## src/rtl/mem_pkg.sv

```systemverilog
// mem_pkg: shared frame-buffer block geometry and footer layout for writer and reader
package mem_pkg;

    localparam int ADDR_W     = 8;
    localparam int FOOTER_W   = 16;
    localparam int BLOCK_BITS = 48;
    localparam int PAY_W      = BLOCK_BITS - FOOTER_W;

    typedef struct packed {
        logic                       eop;
        logic [FOOTER_W-2-ADDR_W:0] rsvd;
        logic [ADDR_W-1:0]          next_idx;
    } footer_t;

    typedef enum logic {
        IDLE     = 1'b0,
        IN_FRAME = 1'b1
    } frame_state_e;

    // The last block of a chain carries eop and a zero link
    function automatic footer_t make_footer(input logic eop, input logic [ADDR_W-1:0] next_idx);
        footer_t f;
        f.eop      = eop;
        f.rsvd     = '0;
        f.next_idx = eop ? '0 : next_idx;
        return f;
    endfunction

endpackage

```

## src/rtl/mem_prefetch_slots.sv

```systemverilog
// mem_prefetch_slots: two-entry buffer of prefetched free-block indices (cur, nxt)
module mem_prefetch_slots #(
    parameter int ADDR_W = mem_pkg::ADDR_W
) (
    input  logic              clk,
    input  logic              rst_n,
    input  logic              fill_i,
    input  logic [ADDR_W-1:0] fill_idx_i,
    input  logic              shift_i,
    output logic [ADDR_W-1:0] cur_o,
    output logic [ADDR_W-1:0] nxt_o,
    output logic [1:0]        count_o
);

    logic [ADDR_W-1:0] cur_q, cur_d, nxt_q, nxt_d;
    logic              cur_v_q, cur_v_d, nxt_v_q, nxt_v_d;

    assign cur_o   = cur_q;
    assign nxt_o   = nxt_q;
    assign count_o = {cur_v_q & nxt_v_q, cur_v_q ^ nxt_v_q};

    // Shift on consume (refilling nxt from a same-cycle grant); otherwise fill the empty slot, cur first
    always_comb begin
        cur_d   = cur_q;
        nxt_d   = nxt_q;
        cur_v_d = cur_v_q;
        nxt_v_d = nxt_v_q;
        if (shift_i) begin
            cur_d   = nxt_q;
            cur_v_d = nxt_v_q;
            nxt_d   = fill_i ? fill_idx_i : nxt_q;
            nxt_v_d = fill_i;
        end else if (fill_i) begin
            if (!cur_v_q) begin
                cur_d   = fill_idx_i;
                cur_v_d = 1'b1;
            end else begin
                nxt_d   = fill_idx_i;
                nxt_v_d = 1'b1;
            end
        end
    end

    // Slot registers
    always_ff @(posedge clk or negedge rst_n) begin
        if (!rst_n) begin
            cur_q   <= '0;
            nxt_q   <= '0;
            cur_v_q <= 1'b0;
            nxt_v_q <= 1'b0;
        end else begin
            cur_q   <= cur_d;
            nxt_q   <= nxt_d;
            cur_v_q <= cur_v_d;
            nxt_v_q <= nxt_v_d;
        end
    end

endmodule

```

## src/rtl/memory_write_ctrl.sv

```systemverilog
// memory_write_ctrl: ingress linked-list writer, one payload beat per block, chained via footers
module memory_write_ctrl #(
    parameter int ADDR_W     = mem_pkg::ADDR_W,
    parameter int BLOCK_BITS = mem_pkg::BLOCK_BITS,
    localparam int PAY_W     = BLOCK_BITS - mem_pkg::FOOTER_W
) (
    input  logic                  clk,
    input  logic                  rst_n,
    input  logic [PAY_W-1:0]      data_i,
    input  logic                  data_valid_i,
    input  logic                  data_last_i,
    output logic                  ready_o,
    output logic                  alloc_req_o,
    input  logic                  alloc_gnt_i,
    input  logic [ADDR_W-1:0]     alloc_idx_i,
    output logic                  mem_we_o,
    output logic [ADDR_W-1:0]     mem_waddr_o,
    output logic [BLOCK_BITS-1:0] mem_wdata_o,
    output logic                  frame_done_o,
    output logic [ADDR_W-1:0]     frame_head_o,
    output logic [ADDR_W:0]       frame_nblk_o
);

    import mem_pkg::frame_state_e;
    import mem_pkg::IDLE;
    import mem_pkg::IN_FRAME;
    import mem_pkg::make_footer;

    localparam logic [ADDR_W:0] NBLK_ONE = (ADDR_W+1)'(1);
    localparam logic [ADDR_W:0] NBLK_MAX = {1'b1, {ADDR_W{1'b0}}};

    logic              accept, fill;
    logic [ADDR_W-1:0] cur, nxt;
    logic [1:0]        slot_cnt;

    frame_state_e          state_q, state_d;
    logic [ADDR_W-1:0]     head_q, head_d;
    logic [ADDR_W:0]       nblk_q, nblk_d;
    logic                  we_q, we_d;
    logic [ADDR_W-1:0]     waddr_q, waddr_d;
    logic [BLOCK_BITS-1:0] wdata_q, wdata_d;
    logic                  done_q, done_d;
    logic [ADDR_W-1:0]     frame_head_q, frame_head_d;
    logic [ADDR_W:0]       frame_nblk_q, frame_nblk_d;

    // Ready only when both cur and its successor are known, so a non-last beat always has its link.
    // The request is held low during reset so every output reads 0 while rst_n is asserted.
    assign ready_o     = (slot_cnt == 2'd2);
    assign accept      = data_valid_i & ready_o;
    assign alloc_req_o = rst_n & (!ready_o | accept);
    assign fill        = alloc_gnt_i & alloc_req_o;

    mem_prefetch_slots #(.ADDR_W(ADDR_W)) u_slots (
        .clk        (clk),
        .rst_n      (rst_n),
        .fill_i     (fill),
        .fill_idx_i (alloc_idx_i),
        .shift_i    (accept),
        .cur_o      (cur),
        .nxt_o      (nxt),
        .count_o    (slot_cnt)
    );

    // Next-state: block write stage, frame tracking, and the held frame report
    always_comb begin
        state_d      = state_q;
        head_d       = head_q;
        nblk_d       = nblk_q;
        we_d         = accept;
        waddr_d      = waddr_q;
        wdata_d      = wdata_q;
        done_d       = accept & data_last_i;
        frame_head_d = frame_head_q;
        frame_nblk_d = frame_nblk_q;
        if (accept) begin
            waddr_d = cur;
            wdata_d = {data_i, make_footer(data_last_i, nxt)};
            head_d  = (state_q == IDLE) ? cur : head_q;
            nblk_d  = (state_q == IDLE) ? NBLK_ONE
                    : (nblk_q == NBLK_MAX) ? nblk_q : nblk_q + NBLK_ONE;
            state_d = data_last_i ? IDLE : IN_FRAME;
        end
        if (done_d) begin
            frame_head_d = head_d;
            frame_nblk_d = nblk_d;
        end
    end

    // Frame FSM and registered outputs
    always_ff @(posedge clk or negedge rst_n) begin
        if (!rst_n) begin
            state_q      <= IDLE;
            head_q       <= '0;
            nblk_q       <= '0;
            we_q         <= 1'b0;
            waddr_q      <= '0;
            wdata_q      <= '0;
            done_q       <= 1'b0;
            frame_head_q <= '0;
            frame_nblk_q <= '0;
        end else begin
            state_q      <= state_d;
            head_q       <= head_d;
            nblk_q       <= nblk_d;
            we_q         <= we_d;
            waddr_q      <= waddr_d;
            wdata_q      <= wdata_d;
            done_q       <= done_d;
            frame_head_q <= frame_head_d;
            frame_nblk_q <= frame_nblk_d;
        end
    end

    assign mem_we_o     = we_q;
    assign mem_waddr_o  = waddr_q;
    assign mem_wdata_o  = wdata_q;
    assign frame_done_o = done_q;
    assign frame_head_o = frame_head_q;
    assign frame_nblk_o = frame_nblk_q;

    // A grant nobody asked for would be lost by the free list
    a_gnt_needs_req: assert property (@(posedge clk) disable iff (!rst_n) alloc_gnt_i |-> alloc_req_o);

    // The block count cannot legitimately exceed the memory size
    a_nblk_no_wrap: assert property (@(posedge clk) disable iff (!rst_n)
        (accept && state_q == IN_FRAME) |-> nblk_q != NBLK_MAX);

endmodule

```

## config.mk

```make
export PLATFORM = sky130hd
export DESIGN_NAME = memory_write_ctrl
export DESIGN_NICKNAME = d
export VERILOG_FILES = /design/src/rtl/mem_pkg.sv /design/src/rtl/mem_prefetch_slots.sv /design/src/rtl/memory_write_ctrl.sv
export SDC_FILE = /design/constraint.sdc
export NUM_CORES = 1
export LEC_CHECK = 0
export ABC_CLOCK_PERIOD_IN_PS = 4700
export BUFFER_PORTS_ARGS = -buffer_cell sky130_fd_sc_hd__buf_4
export CORE_UTILIZATION = 56
export CTS_CLUSTER_DIAMETER = 80
export DETAILED_ROUTE_END_ITERATION = 16
export GPL_ROUTABILITY_DRIVEN = 0
export GPL_TIMING_DRIVEN = 1
export PLACE_DENSITY = 0.95
export SLEW_MARGIN = 10
export SYNTH_ARGS = -nofsm -noshare
export SYNTH_HDL_FRONTEND = slang
export SYNTH_HIERARCHICAL = 1
export SYNTH_SLANG_ARGS = --single-unit
```

## constraint.sdc

```tcl
create_clock -name clk -period 4.7 [get_ports clk]
set_clock_uncertainty 0.2 [all_clocks]
set_input_delay 0.94 -clock clk [delete_from_list [all_inputs] [get_ports clk]]
set_output_delay 0.94 -clock clk [all_outputs]
set_load 0.005 [all_outputs]
```

==> results.txt, run 1 <==
Avg Vias per Cell = 5.36
Class of the most critical hold timing path = in -> async
Synth Warn # = 6
Max clock buf depth = 2
Top Family by Delay on Critical Path = buffers and inverters
Ranking of synthesized cells by area = dfrtp_1 (58%), nand2_1 (14%), mux2_2 (6.1%)
Kind of start point of the critical path = flop
Leakage power of the design = 2.88 nW
Clock latency reported for the late side of the worst-skew pair = 360 ps
Top fanout value on the critical path = 39
Final critical path time including I/O delays and setup = 3090 ps
Number of inserted filler cells in the final layout = 531
Per-instance average area after synthesis = 10.4 um2
Antenna Diode Count = 0
Arr. time, crit path = 3150 ps
Clock-pin slew of the registers on the worst-case setup and hold paths = 100 ps
Critical path cell sequence = ha_1 > nand3b_4 > inv_2 > nand2_1 > inv_2 > nand2_2 > o21ai_0
Starting utilization of the core area = 0.578
Post-CTS setup-driven buffer insertion count = 0
List of most frequent post-synthesis cells = nand2_1 (162), dfrtp_1 (104), mux2_2 (24), inv_1 (13), o21ai_0 (11)
Headroom to the max-slew limit = 0.381
Standard-cell row count = 32
Global route total overflow = 0
Nets = 581
Total routing usage reported by global routing = 0.252
Dpl hpwl = 6820 um
Cell type with the largest total area after synthesis = dfrtp_1
Worst vdd ir = 0.000289 V
Proportion of synthesized chip area in sequential cells = 0.583
Setup repair after global routing missed its margin = no
Switching component of the power = 1.24 mW
Pin count of the biggest net entering global routing = 78
Number of buffers added on ports = 114
Die area = 8330 um2
Leading cell type by number of instances after synthesis = nand2_1
Root Buffer Master = clkbuf_8
Internal = 2.26 mW
TritonCTS clock tree = built
Floorplan Core Area = 7730 um2
Result of the run = finished, final reports clean
Share of total power consumed by net switching = 0.355
End of the worst register-to-register path = frame_nblk_o[1]
Total number of H-tree levels = 3
TNS Setup = 0 ps
Wire length of the first global-routing pass = 16,200 um
Hold WS = 275 ps
Hold violation total from the final report = 0
Total of max-cap violations = 0
I/O pin count = 122
Post-route antenna net violation count = 0
Drt initial violations = 178
Cell mode on critical path = inv_2
Die Wd = 91.3 um
Most frequently used flop master after synthesis = dfrtp_1
Antenna violations before repair = 0
Worst Tran Pin Value = 928 ps
Fraction of post-synthesis cell area in the top cell type by area = 0.583
Number of cell instances on the worst register-to-register path = 7
Share of synthesized flip-flops with an asynchronous set or reset = 1.00
Hold buffer count at cts = 0
Buf+Inv Stages, Crit Path = 2
Largest stage delay on the critical path = 620 ps
Peak Freq = 324 MHz
DRC violations left = 0
Average wire per standard cell = 15.4 um
Sort of element at the end of the critical path = flop
Number of clock sinks seen by CTS = 104
Synthesized cell area = 4460 um2
Vias = 3,429
Synthesis-to-finish area growth = 24.0%
Layout cell share with drive strength beyond 1 = 0.310
Distinct cell type count after synthesis = 42
Data required time at the worst endpoint = 4770 ps
Flip-flop and latch count after synthesis = 104
Pwr dens = 633 nW/um2
Via count of the first global-routing pass = 3,337
Setup slack of the worst register-to-register path = 1610 ps
Synthesized instance count = 428
Number of enable-type register cells in the synthesized netlist = 0
Worst reg2reg startpoint = u_slots/cur_v_q
Detailed Route WL = 9870 um
Slowest stage cell on the critical path = dfrtp_1
Number of CTS-inserted buffers = 9
Critical path class = reg -> reg
Final worst-path cycle share = 0.657
First-pass iteration count of the detailed router = 5
Flop pwr share = 0.445
Fraction of power consumed by the clock network = 0.175
Combinational cell fraction of total power = 0.379
Gates resized, CTS repair = 0
Fin. max-slew vios = 0
Die Span Y = 91.3 um
Final setup violation count = 0
registers in the layout (all words and copies together), names as in the netlist:
register / count
mem_we_o: 1
u_slots/nxt_o: 8
frame_head_o: 8
mem_wdata_o: 41
frame_nblk_o: 9
u_slots/cur_v_q: 1
state_q: 1
u_slots/nxt_v_q: 1
head_q: 8
u_slots/cur_o: 8
nblk_q: 9
frame_done_o: 1
mem_waddr_o: 8
stage by stage:
step	instances	utilization	worst slack [ps]	instance area, um2	power, mW
2_1_floorplan	434	-	2300	4490	2.27
3_3_place_gp	624	0.687	1740	5310	2.81
3_5_place_dp	624	0.687	1640	5310	2.90
4_1_cts	640	0.716	1680	5530	3.52
5_1_grt	640	0.716	1480	5530	3.74
6_report	640	0.716	1610	5530	3.50
power groups by stage:
stage                     Clock (mW)  Sequential, mW  Combinational [mW]
final                          0.614            1.56                1.33
after global routing           0.658            1.61                1.48
after CTS                      0.622            1.56                1.34
after detailed placement           0            1.57                1.33
after global placement             0            1.55                1.26
after floorplan                    0            1.51               0.763
layout make-up:
class / instances / area [um2] / share of cell area
sequential: 104 / 2600 / 0.470
multi-input combinational: 286 / 1640 / 0.297
timing repair buffer: 117 / 878 / 0.159
tap: 102 / 128 / 0.0231
clock buffer: 9 / 124 / 0.0224
clock inverter: 7 / 103 / 0.0185
inverter: 15 / 56.3 / 0.0102
routing by layer:
metal / share of wire / track usage / wire (um) / vias to the layer above
met5: 0 / 0 / 0 / -
met4: 0.025 / 0.104 / 242 / 0
met3: 0.053 / 0.0343 / 524 / 23
met2: 0.51 / 0.436 / 5030 / 142
met1: 0.41 / 0.320 / 4080 / 1674
li1: - / - / - / 1590
worst max-delay path by stage:
stage	endpoint	from	cells after the start
finish	frame_nblk_o[1]	u_slots/cur_v_q	7
floorplan	u_slots/nxt_o[0]	data_valid_i	6
detailed placement	frame_head_o[1]	data_valid_i	6
global placement	frame_head_o[4]	data_valid_i	6
CTS	frame_head_o[1]	u_slots/cur_v_q	6
global route	frame_nblk_o[1]	u_slots/cur_v_q	7
layout by cell type (no fill, tap or decap), drive strengths merged, types with 3 or more instances in the layout:
cell     count
nand2      163
buf        117
dfrtp      104
mux2        24
inv         17
o21ai       14
o311ai      10
clkbuf       9
nor2         9
nand3b       9
nand4bb      8
conb         7
nand3        6
mux2i        5
xnor2        4
nor2b        4
xor2         3
a21oi        3
ha           3
nand4        3
cells by family (layout without fill, tap and decap cells):
logic type	Yosys count	in the layout	share of synthesized area
AOI/OAI and AO/OA	32	32	0.0493
xor gates and xnor gates	7	7	0.0137
adders and majority gates	3	3	0.00841
buffers and inverters	44	148	0.0538
DFF	104	104	0.583
muxes	29	29	0.0718
other	1	7	0.000840
and+or+nand+nor	208	208	0.219
Note: power is estimated with default switching activity, not from simulation.
==> inputs of run 2 (changes only) <==
- ABC_AREA: unset -> 1
- ABC_CLOCK_PERIOD_IN_PS: 4700 -> 2600
- CORE_UTILIZATION: 56 -> 47
- PLACE_DENSITY: 0.95 -> 0.88
- clock period: 4.7 -> 2.6 ns (I/O delays scaled with it)
==> run 2 against run 1 <==
Compared with the run above: hold slack worse by 210 ps; area after synthesis is 0.56% higher; utilization is 11 points lower; die area is 19% higher.
==> results.txt, run 2 <==
Setup repair after global routing missed its margin = no
TNS Setup = 0 ps (unchanged)
Final worst-path cycle share = 0.944
Share of total power consumed by net switching = 0.379 (+0.0243)
Leakage power of the design = 3.08 nW (+6.9%)
Top fanout value on the critical path = 3 (-92%)
Number of buffers added on ports = 114 (unchanged)
Dpl hpwl = 7390 um (+8.4%)
Arr. time, crit path = 1740 ps (-1410 ps)
DRC violations left = 0 (unchanged)
Setup slack of the worst register-to-register path = 380 ps (-1230 ps)
Ranking of synthesized cells by area = dfrtp_1 (58%), nand2_1 (22%), nand3_1 (3.1%)
Fraction of post-synthesis cell area in the top cell type by area = 0.580 (-0.00325)
Post-layout total power = 5.97 mW (+70%)
Standard-cell row count = 35 (+9.4%)
Total number of H-tree levels = 3 (unchanged)
Nets = 675 (+16%)
Post-route antenna net violation count = 0 (unchanged)
Combinational cell fraction of total power = 0.391 (+0.012)
Pwr dens = 1070 nW/um2 (+69%)
Sort of element at the end of the critical path = output pin
TritonCTS clock tree = built
Avg Vias per Cell = 4.88 (-8.9%)
Data required time at the worst endpoint = 1880 ps (-2890 ps)
Die area = 9940 um2 (+19%)
Class of the most critical hold timing path = in -> async
Fin. max-slew vios = 0 (unchanged)
Root Buffer Master = clkbuf_8
Drt initial violations = 195 (+9.6%)
Pin count of the biggest net entering global routing = 56 (-28%)
Cell mode on critical path = inv_1
Flop pwr share = 0.452 (+0.007)
Kind of start point of the critical path = flop
Antenna Diode Count = 0 (unchanged)
Worst vdd ir = 0.000477 V (+65%)
Most frequently used flop master after synthesis = dfrtp_1
Critical path class = reg -> out
Detailed Route WL = 10,200 um (+3.2%)
Total routing usage reported by global routing = 0.216 (-0.0357)
Max clock buf depth = 2 (unchanged)
Leading cell type in the layout, fill and taps excluded = nand2_1
Per-instance average area after synthesis = 8.68 um2 (-17%)
Worst Tran Pin Value = 676 ps (-253 ps)
Via count of the first global-routing pass = 3,729 (+12%)
Final critical path time including I/O delays and setup = 2460 ps
Average wire per standard cell = 13.4 um (-13%)
Largest stage delay on the critical path = 420 ps (-200 ps)
Final setup violation count = 0 (unchanged)
Number of clock sinks seen by CTS = 104 (unchanged)
Distinct cell type count after synthesis = 28 (-33%)
Synthesis-to-finish area growth = 23.9% (about the same)
Internal = 3.71 mW (+64%)
Peak Freq = 407 MHz
I/O pin count = 122 (unchanged)
Hold violation total from the final report = 0 (unchanged)
Die Wd = 99.7 um (+9.3%)
Leading cell type by number of instances after synthesis = nand2_1
Hold buffer count at cts = 0 (unchanged)
Number of cell instances on the worst register-to-register path = 9 (+2)
Vias = 3,714 (+8.3%)
Share of synthesized flip-flops with an asynchronous set or reset = 1.00 (unchanged)
Synth Warn # = 6 (unchanged)
Antenna violations before repair = 0 (unchanged)
Slowest stage cell on the critical path = dfrtp_1
Die Span Y = 99.7 um (+9.3%)
First-pass iteration count of the detailed router = 5 (unchanged)
Clock-pin slew of the registers on the worst-case setup and hold paths = 90 ps (about the same)
Total of max-cap violations = 0 (unchanged)
Flip-flop count of the largest register, all copies and words added = 41 (unchanged)
Switching component of the power = 2.26 mW (+82%)
Clock latency reported for the late side of the worst-skew pair = 360 ps (about the same)
Flip-flop and latch count after synthesis = 104 (unchanged)
Wire length of the first global-routing pass = 16,900 um (+4.3%)
Headroom to the max-slew limit = 0.550 (+0.169)
Starting utilization of the core area = 0.486 (-0.0918)
Worst reg2reg startpoint = u_slots/nxt_v_q
Synthesized instance count = 517 (+21%)
Number of enable-type register cells in the synthesized netlist = 0 (unchanged)
Critical path cell sequence = ha_1 > nor2_4 > inv_1 > o21ai_1 > inv_1 > buf_4
Proportion of synthesized chip area in sequential cells = 0.580 (-0.00325)
List of most frequent post-synthesis cells = nand2_1 (258), dfrtp_1 (104), nand3_1 (28), inv_1 (25), o21ai_0 (20)
Global route total overflow = 0 (unchanged)
Top library cells by usage in the layout, fill and taps aside = nand2_1 (258), buf_4 (120), dfrtp_1 (104)
Synthesized cell area = 4490 um2 (+0.56%)
Fraction of power consumed by the clock network = 0.157 (-0.018)
Floorplan Core Area = 9240 um2 (+20%)
Layout cell share with drive strength beyond 1 = 0.258 (-0.0525)
Setup crit start = u_slots/nxt_v_q
Number of CTS-inserted buffers = 9 (unchanged)
Cell type with the largest total area after synthesis = dfrtp_1
Result of the run = finished, final reports clean
==> run 2: path summary, 6_finish.rpt <==
kind | end
min | u_slots/cur_v_q
min reg2reg | frame_nblk_o[8]
max reg2reg | u_slots/nxt_o[2]
max in group asynchronous | mem_waddr_o[5]
min in group clk | mem_wdata_o[27]
max | alloc_req_o
==> run 2: worst max-delay path, delay by kind of cell (launching register included) <==
family	cells	cell delay, ps
AND/OR/NAND/NOR	1	170
adder cells (fa/ha/maj)	1	330
buffers and inverters	3	270
AO/OA/AOI/OAI	1	200
flip-flops	1	420
==> run 2: layout make-up <==
| cell class | instances | area (um2) |
|---|---|---|
| tap | 129 | 161 |
| inverter | 29 | 119 |
| clock inverter | 5 | 41.3 |
| clock buffer | 11 | 141 |
| sequential | 104 | 2600 |
| multi-input combinational | 363 | 1590 |
| fill | 797 | 3680 |
| timing repair buffer | 120 | 901 |
==> run 2: layer usage <==
metal	routed length, um	share of wire	vias to the layer above	GRT usage
li1	-	-	1794	-
met1	4190	0.41	1806	0.271
met2	5430	0.53	104	0.379
met3	443	0.044	10	0.0429
met4	119	0.012	0	0.0645
met5	0	0	-	0
==> run 2: power groups by stage <==
stage	Clock (mW)	Sequential (mW)	Combinational (mW)
final	0.938	2.70	2.33
after global routing	1.03	2.76	2.63
after CTS	0.965	2.69	2.36
after detailed placement	0	2.72	2.36
after global placement	0	2.68	2.24
after floorplan	0	2.65	1.38
==> run 2: logic make-up (layout without fill, tap and decap cells) <==
group | count (synthesis) | after routing | synth area share
AOI/OAI and AO/OA | 31 | 31 | 0.0404
xor gates and xnor gates | 3 | 3 | 0.00586
DFF | 104 | 104 | 0.580
and+or+nand+nor | 319 | 319 | 0.294
other | 1 | 7 | 0.000836
buffers and inverters | 56 | 165 | 0.0705
adders and majority gates | 3 | 3 | 0.00836
==> run 2: through the flow <==
stage | util | std cells | hold WS (ps) | area, um2 | worst slack [ps]
final | 0.602 | 761 | 70.3 | 5560 | 144
after global routing | 0.602 | 761 | 113 | 5560 | 82.2
after CTS | 0.601 | 761 | 87.8 | 5560 | 83.5
after detailed placement | 0.582 | 745 | 266 | 5380 | 204
after global placement | 0.582 | 745 | 262 | 5380 | 416
after floorplan | - | 523 | 24.4 | 4510 | 386
==> run 2: timing repair <==
item	in CTS	in global routing
endpoints found under the setup margin	0	8
setup buffers	0	0
resized for setup	0	2
hold endpoints to repair	0	0
==> inputs of run 3 (changes only) <==
- CAP_MARGIN: unset -> 20
- SYNTH_HIERARCHICAL: 1 -> unset
==> run 3 against run 2 <==
Compared with the run above: global-route usage shrank 0.43 points; area after synthesis shrank 2.3%; utilization grew 1.8 points; sequential power shrank 6%; highest routed layer unchanged.
==> results.txt, run 3 <==
Total routing usage reported by global routing = 0.212 (-0.00432)
Number of enable-type register cells in the synthesized netlist = 0 (unchanged)
Leakage power of the design = 3.01 nW (-2.3%)
Setup repair after global routing missed its margin = no
Proportion of synthesized chip area in sequential cells = 0.593 (+0.0134)
TNS Setup = 0 ps (unchanged)
Vias = 3,489 (-6.1%)
Hold buffer count at cts = 0 (unchanged)
Final worst-path cycle share = 0.776 (-0.169)
Starting utilization of the core area = 0.493 (+0.00767)
Flip-flop count of the largest register, all copies and words added = 41 (unchanged)
Data required time at the worst endpoint = 1880 ps (about the same)
Compound-Gate Fraction of Synth Area = 0.0639 (+0.0235)
Fraction of power consumed by the clock network = 0.208 (+0.051)
First-pass iteration count of the detailed router = 5 (unchanged)
Root Buffer Master = clkbuf_8
Combinational family with the most area after synthesis = simple AND/OR/NAND/NOR gates
Kind of start point of the critical path = flop
Ranking of synthesized cells by area = dfrtp_1 (59%), nand2_1 (20%), o21ai_0 (3.5%)
Standard-cell row count = 34 (-2.9%)
Leading cell type by number of instances after synthesis = nand2_1
Result of the run = finished, final reports clean
Global route total overflow = 0 (unchanged)
Detailed Route WL = 9340 um (-8.3%)
TritonCTS clock tree = built
Gates resized, CTS repair = 0 (unchanged)
List of most frequent post-synthesis cells = nand2_1 (231), dfrtp_1 (104), inv_1 (36), o21ai_0 (31), nor2_1 (14)
Arr. time, crit path = 1300 ps (-440 ps)
Combinational cell fraction of total power = 0.323 (-0.068)
Post-route core utilization = 0.619 (+0.0176)
Register area = 2600 um2 (unchanged)
Flop pwr share = 0.469 (+0.017)
Worst reg2reg startpoint = u_slots.cur_v_q
Dpl hpwl = 6680 um (-9.7%)
Number of buffers added on ports = 114 (unchanged)
Fraction of the mapped netlist area in adder cells = 0.00570 (-0.00266)
Clock-pin slew of the registers on the worst-case setup and hold paths = 90 ps (about the same)
Drt initial violations = 185 (-5.1%)
Post-CTS setup-driven buffer insertion count = 0 (unchanged)
Die Span Y = 98.6 um (-1.1%)
Floorplan Core Area = 8890 um2 (-3.8%)
Number of inserted filler cells in the final layout = 737 (-7.5%)
Distinct cell type count after synthesis = 29 (+3.6%)
Via count of the first global-routing pass = 3,543 (-5.0%)
Pwr dens = 982 nW/um2 (-8.5%)
Number of CTS-inserted buffers = 9 (unchanged)
Total number of H-tree levels = 3 (unchanged)
Max clock buf depth = 2 (unchanged)
End of the worst register-to-register path = u_slots.cur_o[7]
Fraction of synthesized area in multiplexers = 0 (unchanged)
Most frequently used flop master after synthesis = dfrtp_1
Synthesized instance count = 499 (-3.5%)
Top fanout value on the critical path = 3 (unchanged)
Antenna Diode Count = 0 (unchanged)
Nets = 654 (-3.1%)
Die area = 9720 um2 (-2.2%)
Final setup violation count = 0 (unchanged)
Hold violation total from the final report = 0 (unchanged)
Synthesis-to-finish area growth = 25.5%
Class of the most critical hold timing path = in -> async
Internal = 3.64 mW (-1.7%)
Worst Tran Pin Value = 653 ps (-23.1 ps)
Pin count of the biggest net entering global routing = 105 (+88%)
Share of total power consumed by net switching = 0.326 (-0.0530)
Number of clock sinks seen by CTS = 104 (unchanged)
Per-instance average area after synthesis = 8.79 um2 (+1.3%)
Final critical path time including I/O delays and setup = 2020 ps (-439 ps)
Number of cell instances on the worst register-to-register path = 5 (-4)
Average wire per standard cell = 13.0 um (-3.0%)
Peak Freq = 496 MHz (+22%)
Critical path class = reg -> out
Sort of element at the end of the critical path = output pin
Avg Vias per Cell = 4.85 (-0.71%)
Xor and xnor area share after synthesis = 0.00599 (+0.000135)
DRC violations left = 0 (unchanged)
Synth Warn # = 0 (-6)
Setup slack of the worst register-to-register path = 630 ps (+250 ps)
Antenna violations before repair = 0 (unchanged)
Worst vdd ir = 0.000484 V (+1.4%)
Share of synthesized flip-flops with an asynchronous set or reset = 1.00 (unchanged)
Top library cells by usage in the layout, fill and taps aside = nand2_1 (231), buf_4 (116), dfrtp_1 (104)
Fraction of post-synthesis cell area in the top cell type by area = 0.593 (+0.0134)
Leading cell type in the layout, fill and taps excluded = nand2_1
Post-route antenna net violation count = 0 (unchanged)
Synthesized-area fraction occupied by and/or/nand/nor cells = 0.255 (-0.0394)
Headroom to the max-slew limit = 0.565 (+0.0153)
Cell type with the largest total area after synthesis = dfrtp_1
Flip-flop and latch count after synthesis = 104 (unchanged)
Total of max-cap violations = 0 (unchanged)
Clock latency reported for the late side of the worst-skew pair = 360 ps (about the same)
Wire length of the first global-routing pass = 16,200 um (-4.4%)
Die Wd = 98.6 um (-1.1%)
Switching component of the power = 1.76 mW (-22%)
Multi-input combinational cell area = 1480 um2 (-7.5%)
Layout cell share with drive strength beyond 1 = 0.260 (+0.00189)
I/O pin count = 122 (unchanged)
Synthesized cell area = 4390 um2 (-2.3%)
Fin. max-slew vios = 0 (unchanged)
==> run 3: cell count changes in the layout (fill, tap and decap cells not counted), moves of 2 or more <==
cell	change
buf_12	+2
nand2_4	-3
inv_1	+11
buf_4	-4
inv_6	-2
bufinv_16	+2
o21ai_1	+2
nand3_1	-17
nor2_1	+5
o21ai_0	+12
nand2_1	-27
==> run 3: cell families after synthesis <==
kind of cell	count (synthesis)
XOR/XNOR	3
AND/OR/NAND/NOR	275
flip-flops	104
AO/OA/AOI/OAI	48
other	1
adder cells (fa/ha/maj)	2
buffers and inverters	66
==> run 3: critical path: stages, from the launching register on <==
cell and delay [ps]:
dfrtp_1 410, nand2_2 150, o21a_1 240, buf_4 140
==> run 3: power by group through the flow <==
stage          combinational [mW]  clock [mW]  sequential [mW]
2_1_floorplan               0.882           0             2.51
3_3_place_gp                 1.71           0             2.55
5_1_grt                      1.98        1.22             2.61
6_report                     1.75        1.12             2.54
3_5_place_dp                 1.78           0             2.56
4_1_cts                      1.78        1.15             2.54
==> run 3: area by class of cell <==
cell class,instances,area share
Clock buffer,12,0.0282
Clock inverter,4,0.0139
Inverter,39,0.0275
Multi-Input combinational cell,335,0.268
Sequential cell,104,0.473
Tap cell,108,0.0245
Timing Repair Buffer,118,0.165
==> run 3: how the worst max path moves through the flow <==
stage                          from               end  slack [ps]  cells past startpoint
global placement       data_valid_i  u_slots.cur_o[4]         540                     10
global route        u_slots.cur_v_q       alloc_req_o         490                      3
floorplan              data_valid_i   frame_head_o[0]         970                     10
CTS                 u_slots.cur_v_q       alloc_req_o         560                      3
finish              u_slots.cur_v_q       alloc_req_o         580                      3
detailed placement     data_valid_i  u_slots.cur_o[5]         450                     10
==> run 3: layer usage <==
layer | global-route usage | vias up | wire [um]
li1 | - | 1722 | -
met1 | 0.266 | 1631 | 3970
met2 | 0.352 | 118 | 4610
met3 | 0.0525 | 18 | 560
met4 | 0.0907 | 0 | 208
met5 | 0 | - | 0
==> run 3: stage by stage <==
| step | hold WS, ps | setup WS (ps) | cells | cell area (um2) | power (mW) |
|---|---|---|---|---|---|
| 2_1_floorplan | 24.4 | 968 | 505 | 4410 | 3.40 |
| 3_3_place_gp | 254 | 536 | 704 | 5280 | 4.26 |
| 3_5_place_dp | 259 | 445 | 704 | 5280 | 4.34 |
| 4_1_cts | 52.2 | 558 | 720 | 5510 | 5.48 |
| 5_1_grt | 81.2 | 486 | 720 | 5510 | 5.80 |
| 6_report | 23.5 | 583 | 720 | 5510 | 5.41 |
